<file path="src/rtl/vga_fb_reader_if.sv">
// rtl/vga_fb_reader_if.sv - frame buffer port-B bus between the VGA reader and the BRAM
interface vga_fb_reader_if #(
    parameter int AW = 19
);
    logic          enb_o;
    logic          web_o;
    logic [AW-1:0] addrb_o;
    logic [7:0]    mem2db_i;

    modport master (
        output enb_o,
        output web_o,
        output addrb_o,
        input  mem2db_i
    );

    modport slave (
        input  enb_o,
        input  web_o,
        input  addrb_o,
        output mem2db_i
    );
endinterface

</file>
<file path="src/rtl/vga_fb_reader.sv">
// rtl/vga_fb_reader.sv - VGA timing generator and RGB332 frame buffer port-B reader
module vga_fb_reader #(
    parameter int H_ACT    = 640,
    parameter int H_FP     = 16,
    parameter int H_SYNC   = 96,
    parameter int H_BP     = 48,
    parameter int V_ACT    = 480,
    parameter int V_FP     = 10,
    parameter int V_SYNC   = 2,
    parameter int V_BP     = 33,
    parameter int PIX_DIV  = 4,
    parameter int RD_LAT   = 2,
    parameter bit SYNC_POL = 1'b0,
    parameter int AW       = 19
) (
    input  logic                   clk,
    input  logic                   rst,
    input  logic                   disp_en_i,
    vga_fb_reader_if.master        fb,
    output logic                   vga_hs_o,
    output logic                   vga_vs_o,
    output logic [3:0]             vga_r_o,
    output logic [3:0]             vga_g_o,
    output logic [3:0]             vga_b_o,
    output logic                   frame_start_o
);

    localparam int H_TOT   = H_ACT + H_FP + H_SYNC + H_BP;
    localparam int V_TOT   = V_ACT + V_FP + V_SYNC + V_BP;
    localparam int HW      = $clog2(H_TOT);
    localparam int VW      = $clog2(V_TOT);
    localparam int DW      = $clog2(PIX_DIV);
    localparam int PIX_MAX = H_ACT * V_ACT - 1;
    localparam int HS_BEG  = H_ACT + H_FP;
    localparam int HS_END  = H_ACT + H_FP + H_SYNC - 1;
    localparam int VS_BEG  = V_ACT + V_FP;
    localparam int VS_END  = V_ACT + V_FP + V_SYNC - 1;

    logic [DW-1:0]     div_cnt;
    logic [HW-1:0]     h_cnt;
    logic [VW-1:0]     v_cnt;
    logic              disp_latch;
    logic [AW-1:0]     rd_cnt;
    logic [RD_LAT-1:0] rd_pipe;
    logic [7:0]        pix_hold;
    logic [HW-1:0]     h_dly;
    logic [VW-1:0]     v_dly;
    logic              show_dly;

    logic pix_tick;
    logic h_last;
    logic v_last;
    logic frame_start;
    logic in_active;
    logic latch_eff;
    logic rd_en;

    // Tick, position and read-request decode from the registered counters.
    // At frame start the new latch value is used directly so pixel (0,0)
    // already follows the freshly sampled disp_en_i.
    always_comb begin
        pix_tick    = (div_cnt == DW'(PIX_DIV - 1));
        h_last      = (h_cnt == HW'(H_TOT - 1));
        v_last      = (v_cnt == VW'(V_TOT - 1));
        frame_start = pix_tick && (h_cnt == '0) && (v_cnt == '0);
        in_active   = (h_cnt < HW'(H_ACT)) && (v_cnt < VW'(V_ACT));
        latch_eff   = frame_start ? disp_en_i : disp_latch;
        rd_en       = pix_tick && in_active && latch_eff;
    end

    assign fb.enb_o       = rd_en;
    assign fb.web_o       = 1'b0;
    assign fb.addrb_o     = rd_cnt;
    assign frame_start_o  = frame_start;

    // Pixel clock divider: one pix_tick every PIX_DIV clocks.
    always_ff @(posedge clk or posedge rst) begin
        if (rst) begin
            div_cnt <= '0;
        end else if (pix_tick) begin
            div_cnt <= '0;
        end else begin
            div_cnt <= div_cnt + 1'b1;
        end
    end

    // Raster position counters, advanced once per pixel tick.
    always_ff @(posedge clk or posedge rst) begin
        if (rst) begin
            h_cnt <= '0;
            v_cnt <= '0;
        end else if (pix_tick) begin
            if (h_last) begin
                h_cnt <= '0;
                v_cnt <= v_last ? '0 : v_cnt + 1'b1;
            end else begin
                h_cnt <= h_cnt + 1'b1;
            end
        end
    end

    // Display enable is frozen for a whole frame at its first tick.
    always_ff @(posedge clk or posedge rst) begin
        if (rst) begin
            disp_latch <= 1'b0;
        end else if (frame_start) begin
            disp_latch <= disp_en_i;
        end
    end

    // Linear read address; cleared on the last tick of the frame so the
    // next frame-start read is address 0, saturating at the last pixel.
    always_ff @(posedge clk or posedge rst) begin
        if (rst) begin
            rd_cnt <= '0;
        end else if (pix_tick) begin
            if (h_last && v_last) begin
                rd_cnt <= '0;
            end else if (rd_en && (rd_cnt != AW'(PIX_MAX))) begin
                rd_cnt <= rd_cnt + 1'b1;
            end
        end
    end

    // Track outstanding reads and capture BRAM data RD_LAT clocks after enb.
    always_ff @(posedge clk or posedge rst) begin
        if (rst) begin
            rd_pipe  <= '0;
            pix_hold <= '0;
        end else begin
            rd_pipe[0] <= rd_en;
            for (int i = 1; i < RD_LAT; i++) begin
                rd_pipe[i] <= rd_pipe[i-1];
            end
            if (rd_pipe[RD_LAT-1]) begin
                pix_hold <= fb.mem2db_i;
            end
        end
    end

    // Delay position and visibility by one tick to meet the returning data.
    always_ff @(posedge clk or posedge rst) begin
        if (rst) begin
            h_dly    <= '0;
            v_dly    <= '0;
            show_dly <= 1'b0;
        end else if (pix_tick) begin
            h_dly    <= h_cnt;
            v_dly    <= v_cnt;
            show_dly <= in_active && latch_eff;
        end
    end

    // Pin stage: sync decode and RGB332 to 4:4:4 expansion, once per tick.
    always_ff @(posedge clk or posedge rst) begin
        if (rst) begin
            vga_hs_o <= ~SYNC_POL;
            vga_vs_o <= ~SYNC_POL;
            vga_r_o  <= '0;
            vga_g_o  <= '0;
            vga_b_o  <= '0;
        end else if (pix_tick) begin
            vga_hs_o <= ((h_dly >= HW'(HS_BEG)) && (h_dly <= HW'(HS_END))) ? SYNC_POL : ~SYNC_POL;
            vga_vs_o <= ((v_dly >= VW'(VS_BEG)) && (v_dly <= VW'(VS_END))) ? SYNC_POL : ~SYNC_POL;
            if (show_dly) begin
                vga_r_o <= {pix_hold[7:5], pix_hold[7]};
                vga_g_o <= {pix_hold[4:2], pix_hold[4]};
                vga_b_o <= {pix_hold[1:0], pix_hold[1:0]};
            end else begin
                vga_r_o <= '0;
                vga_g_o <= '0;
                vga_b_o <= '0;
            end
        end
    end

endmodule

</file>
<file path="src/flat_wrapper.sv">
// flat-port wrapper written by rule: the top's interface ports become plain ports
module vga_fb_reader_flat 
#(
    parameter int H_ACT    = 640,
    parameter int H_FP     = 16,
    parameter int H_SYNC   = 96,
    parameter int H_BP     = 48,
    parameter int V_ACT    = 480,
    parameter int V_FP     = 10,
    parameter int V_SYNC   = 2,
    parameter int V_BP     = 33,
    parameter int PIX_DIV  = 4,
    parameter int RD_LAT   = 2,
    parameter bit SYNC_POL = 1'b0,
    parameter int AW       = 19
)
  (clk, rst, disp_en_i, vga_hs_o, vga_vs_o, vga_r_o, vga_g_o, vga_b_o, frame_start_o, fb_enb_o, fb_web_o, fb_addrb_o, fb_mem2db_i);
  vga_fb_reader_if #(.AW(AW)) fb_i ();
  input  logic clk;
  input  logic rst;
  input  logic disp_en_i;
  output logic vga_hs_o;
  output logic vga_vs_o;
  output logic [3:0] vga_r_o;
  output logic [3:0] vga_g_o;
  output logic [3:0] vga_b_o;
  output logic frame_start_o;
  output wire logic [$bits(fb_i.enb_o)-1:0] fb_enb_o;
  output wire logic [$bits(fb_i.web_o)-1:0] fb_web_o;
  output wire logic [$bits(fb_i.addrb_o)-1:0] fb_addrb_o;
  input wire logic [$bits(fb_i.mem2db_i)-1:0] fb_mem2db_i;
  assign fb_enb_o = fb_i.enb_o;
  assign fb_web_o = fb_i.web_o;
  assign fb_addrb_o = fb_i.addrb_o;
  assign fb_i.mem2db_i = fb_mem2db_i;
  vga_fb_reader #(.H_ACT(H_ACT), .H_FP(H_FP), .H_SYNC(H_SYNC), .H_BP(H_BP), .V_ACT(V_ACT), .V_FP(V_FP), .V_SYNC(V_SYNC), .V_BP(V_BP), .PIX_DIV(PIX_DIV), .RD_LAT(RD_LAT), .SYNC_POL(SYNC_POL), .AW(AW)) u_core (.clk(clk), .rst(rst), .disp_en_i(disp_en_i), .fb(fb_i), .vga_hs_o(vga_hs_o), .vga_vs_o(vga_vs_o), .vga_r_o(vga_r_o), .vga_g_o(vga_g_o), .vga_b_o(vga_b_o), .frame_start_o(frame_start_o));
endmodule
</file>
<file path="config.mk">
export PLATFORM = sky130hd
export DESIGN_NAME = vga_fb_reader_flat
export DESIGN_NICKNAME = d
export VERILOG_FILES = /design/src/rtl/vga_fb_reader_if.sv /design/src/rtl/vga_fb_reader.sv /design/src/flat_wrapper.sv
export SDC_FILE = /design/constraint.sdc
export NUM_CORES = 1
export LEC_CHECK = 0
export ABC_AREA = 0
export BUFFER_PORTS_ARGS = -buffer_cell sky130_fd_sc_hd__buf_2
export CORE_AREA = 2 2 85 87
export CTS_CLUSTER_DIAMETER = 120
export DETAILED_ROUTE_END_ITERATION = 8
export DIE_AREA = 0 0 87 89
export PLACE_DENSITY = 0.88
export SYNTH_ARGS = -nofsm -noshare
export SYNTH_HDL_FRONTEND = slang
export SYNTH_SLANG_ARGS = --single-unit
</file>
<file path="constraint.sdc">
create_clock -name clk -period 4.4 [get_ports clk]
set_clock_uncertainty 0.1 [all_clocks]
set_input_delay 0.88 -clock clk [delete_from_list [all_inputs] [get_ports clk]]
set_output_delay 0.88 -clock clk [all_outputs]
set_load 0.05 [all_outputs]
</file>
==> impl_metrics.toml <==
[routing]
firstDrtPassIters = 5
vias_per_cell = 6.01
wl_per_cell_um = 16.4
ant_nets = 0
wl_um = 7930
vias = 2909
first_iter_violations = 253
drc = 0

[final_layout]
fin_nets = 417
antenna_cells = 0
fin_cells = 484
fillers = 520
drive_gt1_share_pct = 23.8
synthToLayoutAreaGrowth_pct = 10.9

[global_route]
grt_usage_pct = 22.0
grt_pass1_vias = 2753
antenna_found_initial = 0
grt_pass1_wl_um = 13100
grt-ovfl-total = 0
grt_max_degree = 46

[hold_path]
whs_path_depth = 0
hold-path-endpoint = "u_core.rd_pipe[1]"
hold_start = "u_core.rd_pipe[0]"
hp-class = "flop to flop"

[clock_tree]
clk_latency_ns = 0.36
numCtsBuffers = 9
ctsResizeCount = 0
ctsHoldBuffers = 0
cts_tree = "yes"
root_buffer = "clkbuf_8"
clk_pin_slew_worst_paths_ns = 0.08
htreeDepth = 3
cts.sinks = 78
clock_path_buffers = 2
cts_setup_buffers = 0

[setup_path]
timing.rr.start = "u_core.div_cnt[0]"
worstPathMaxFanout = 6
criticalPathCategory = "flop to output pin"
crit_path_start_kind = "flop"
r2r-end = "u_core.fb.addrb_o[8]"
required_ns = 3.42
end_kind = "output pin"
cpMaxStageDelayCell = "o21ai_0"
max_stage_delay_ns = 0.53
worstPathArrival_ns = 2.59
r2r_cells = 8
path_cells = "inv_1 > ha_1 > nor4b_1 > nand4_1 > o21ai_0 > a21oi_1 > buf_4 > buf_2"
reg2reg_slack_ns = 1.12

[place]
finalWeightedCongestion = 0.870
dpl.cell_count = 469
portBuffers = 45
place_hpwl_um = 5400

[logic_synthesis]
synth_edf_count = 0
synth_top_area_share_pct = 50.6
synth_cell_types = 46
yosys.area.top_type = "dfrtp_1"
synthesis.area_sq_um = 3760
synthTopCellsByArea = "dfrtp_1, mux2_2, nand3_1, o21ai_0, nor2_1"
synth_cells = 365
ys_async_sr_fraction_pct = 100
syn_avg_cell_area_sq_um = 10.3
ys.flop_type = "dfrtp_1"
ys_ff_latch = 78
syn_nets = 382
yosys_warnings = 0
ys_seq_area_share_pct = 52.0

[timing]
layout_min_cycle_time_ns = 3.57
max_freq_mhz = 280
fin_tns_setup_ns = 0
hold_viol = 0
worst_slew_pin_slew_ns = 0.915
period_share_pct = 81.2
rsz0062_at_grt = "no"
slew_viol_final = 0
relSlewSlack_pct = 38.9
finalSetupViolCount = 0

[floorplan]
die_h_um = 89
die_area_sq_um = 7740
start_util_pct = 56.0
ioPinCount = 47
core_area_sq_um = 6720
die_w_um = 87
fp-row-count = 30

[run]
max-cap-violations = 0

[power_and_ir_drop]
power_leakage_uw = 0.00197
ir_drop_mv = 0.229
powerDensity_nw_per_um2 = 347

[status]
status = "complete, no violations"
[state kept, by name, indices dropped and copies added, names as in the netlist, 2 cells and up]
signal	count
u_core.rd_pipe	2
u_core.div_cnt	2
u_core.pix_hold	8
u_core.vga_r_o	3
u_core.h_cnt	10
u_core.v_dly	9
u_core.fb.addrb_o	19
u_core.vga_b_o	2
u_core.v_cnt	10
u_core.h_dly	6
u_core.vga_g_o	3
[placed cells by master (no fill, tap or decap), types with 10 or more instances in the layout]
master,instances
buf_2,45
inv_1,20
o21ai_0,22
xnor2_1,11
nor2_1,26
dfrtp_1,76
and3_1,15
a21oi_1,10
nand2_1,23
mux2_2,23
nand4_1,10
nand3_1,30
[worst max path at each step]
stage	start	end	slack [ns]	depth (start not counted)
after floorplan	disp_en_i	fb_enb_o	0.97	3
after global placement	disp_en_i	fb_enb_o	1.25	6
after detailed placement	u_core.div_cnt[0]	u_core.fb.addrb_o[8]	1.21	8
after CTS	u_core.h_cnt[0]	fb_enb_o	0.81	8
after global routing	u_core.h_cnt[0]	fb_enb_o	0.60	8
final	u_core.h_cnt[0]	fb_enb_o	0.83	8
[logic make-up after synthesis]
group,Yosys count,share of synthesized area (%)
and+or+nand+nor,134,18.8
DFF,78,52.0
AOI/OAI and AO/OA,53,8.85
buffers and inverters,47,5.79
muxes,31,9.02
xor gates and xnor gates,15,3.49
adders and majority gates,6,2.00
other,1,0.0997
[through the flow]
stage / area [sq um] / power, uW / util (%) / hold WS (ns) / setup slack, ns
after floorplan: 3760 / 907 / - / 0.231 / 0.975
after global placement: 3980 / 939 / 59.3 / 0.238 / 1.25
after detailed placement: 3980 / 944 / 59.3 / 0.237 / 1.21
after CTS: 4170 / 1460 / 62.1 / 0.255 / 0.808
after global routing: 4170 / 1510 / 62.1 / 0.286 / 0.601
final: 4170 / 1450 / 62.1 / 0.252 / 0.826
[routing by layer]
layer	global-route usage [%]	wire (um)	up-vias
li1	-	-	1350
met1	29.1	3340	1415
met2	33.7	3840	125
met3	6.37	553	19
met4	10.2	201	0
met5	0	0	-
[layout make-up]
cell class | count | area, sq um | share of cell area [%]
Tap cell | 80 | 100 | 2.40
Clock buffer | 9 | 124 | 2.97
Sequential cell | 78 | 1950 | 46.9
Multi-Input combinational cell | 240 | 1590 | 38.1
Clock inverter | 6 | 62.6 | 1.50
Timing Repair Buffer | 50 | 263 | 6.30
Inverter | 21 | 78.8 | 1.89
[synthesized netlist by cell type (3+ instances only)]
cell,n
buf_1,3
nor3_1,5
mux2i_1,8
a31oi_1,3
a21oi_1,10
buf_2,3
clkbuf_1,12
o21ai_0,22
xor2_1,4
inv_1,21
buf_4,6
nand4_1,10
xnor2_1,11
or3_1,5
o22ai_1,3
nand2_1,23
nand3_1,30
ha_1,6
a21o_1,3
and3_1,15
mux2_2,23
nor2_1,26
dfrtp_1,76
nor4_1,6
[report_power, final]
part           switching (uW)  total (uW)  internal (uW)
sequential               26.8         770            743
clock                     261         520            259
combinational             116         158           42.3
total                     404        1450           1040
[worst max-delay path: cells and delay by family (launching register included)]
kind / cells / cell delay (ns)
flops: 1 / 0.42
compound gates: 2 / 0.68
buf+inv: 3 / 0.51
simple gates: 2 / 0.46
fa+ha+maj: 1 / 0.17
No activity file was read; power rests on OpenSTA's default activity.
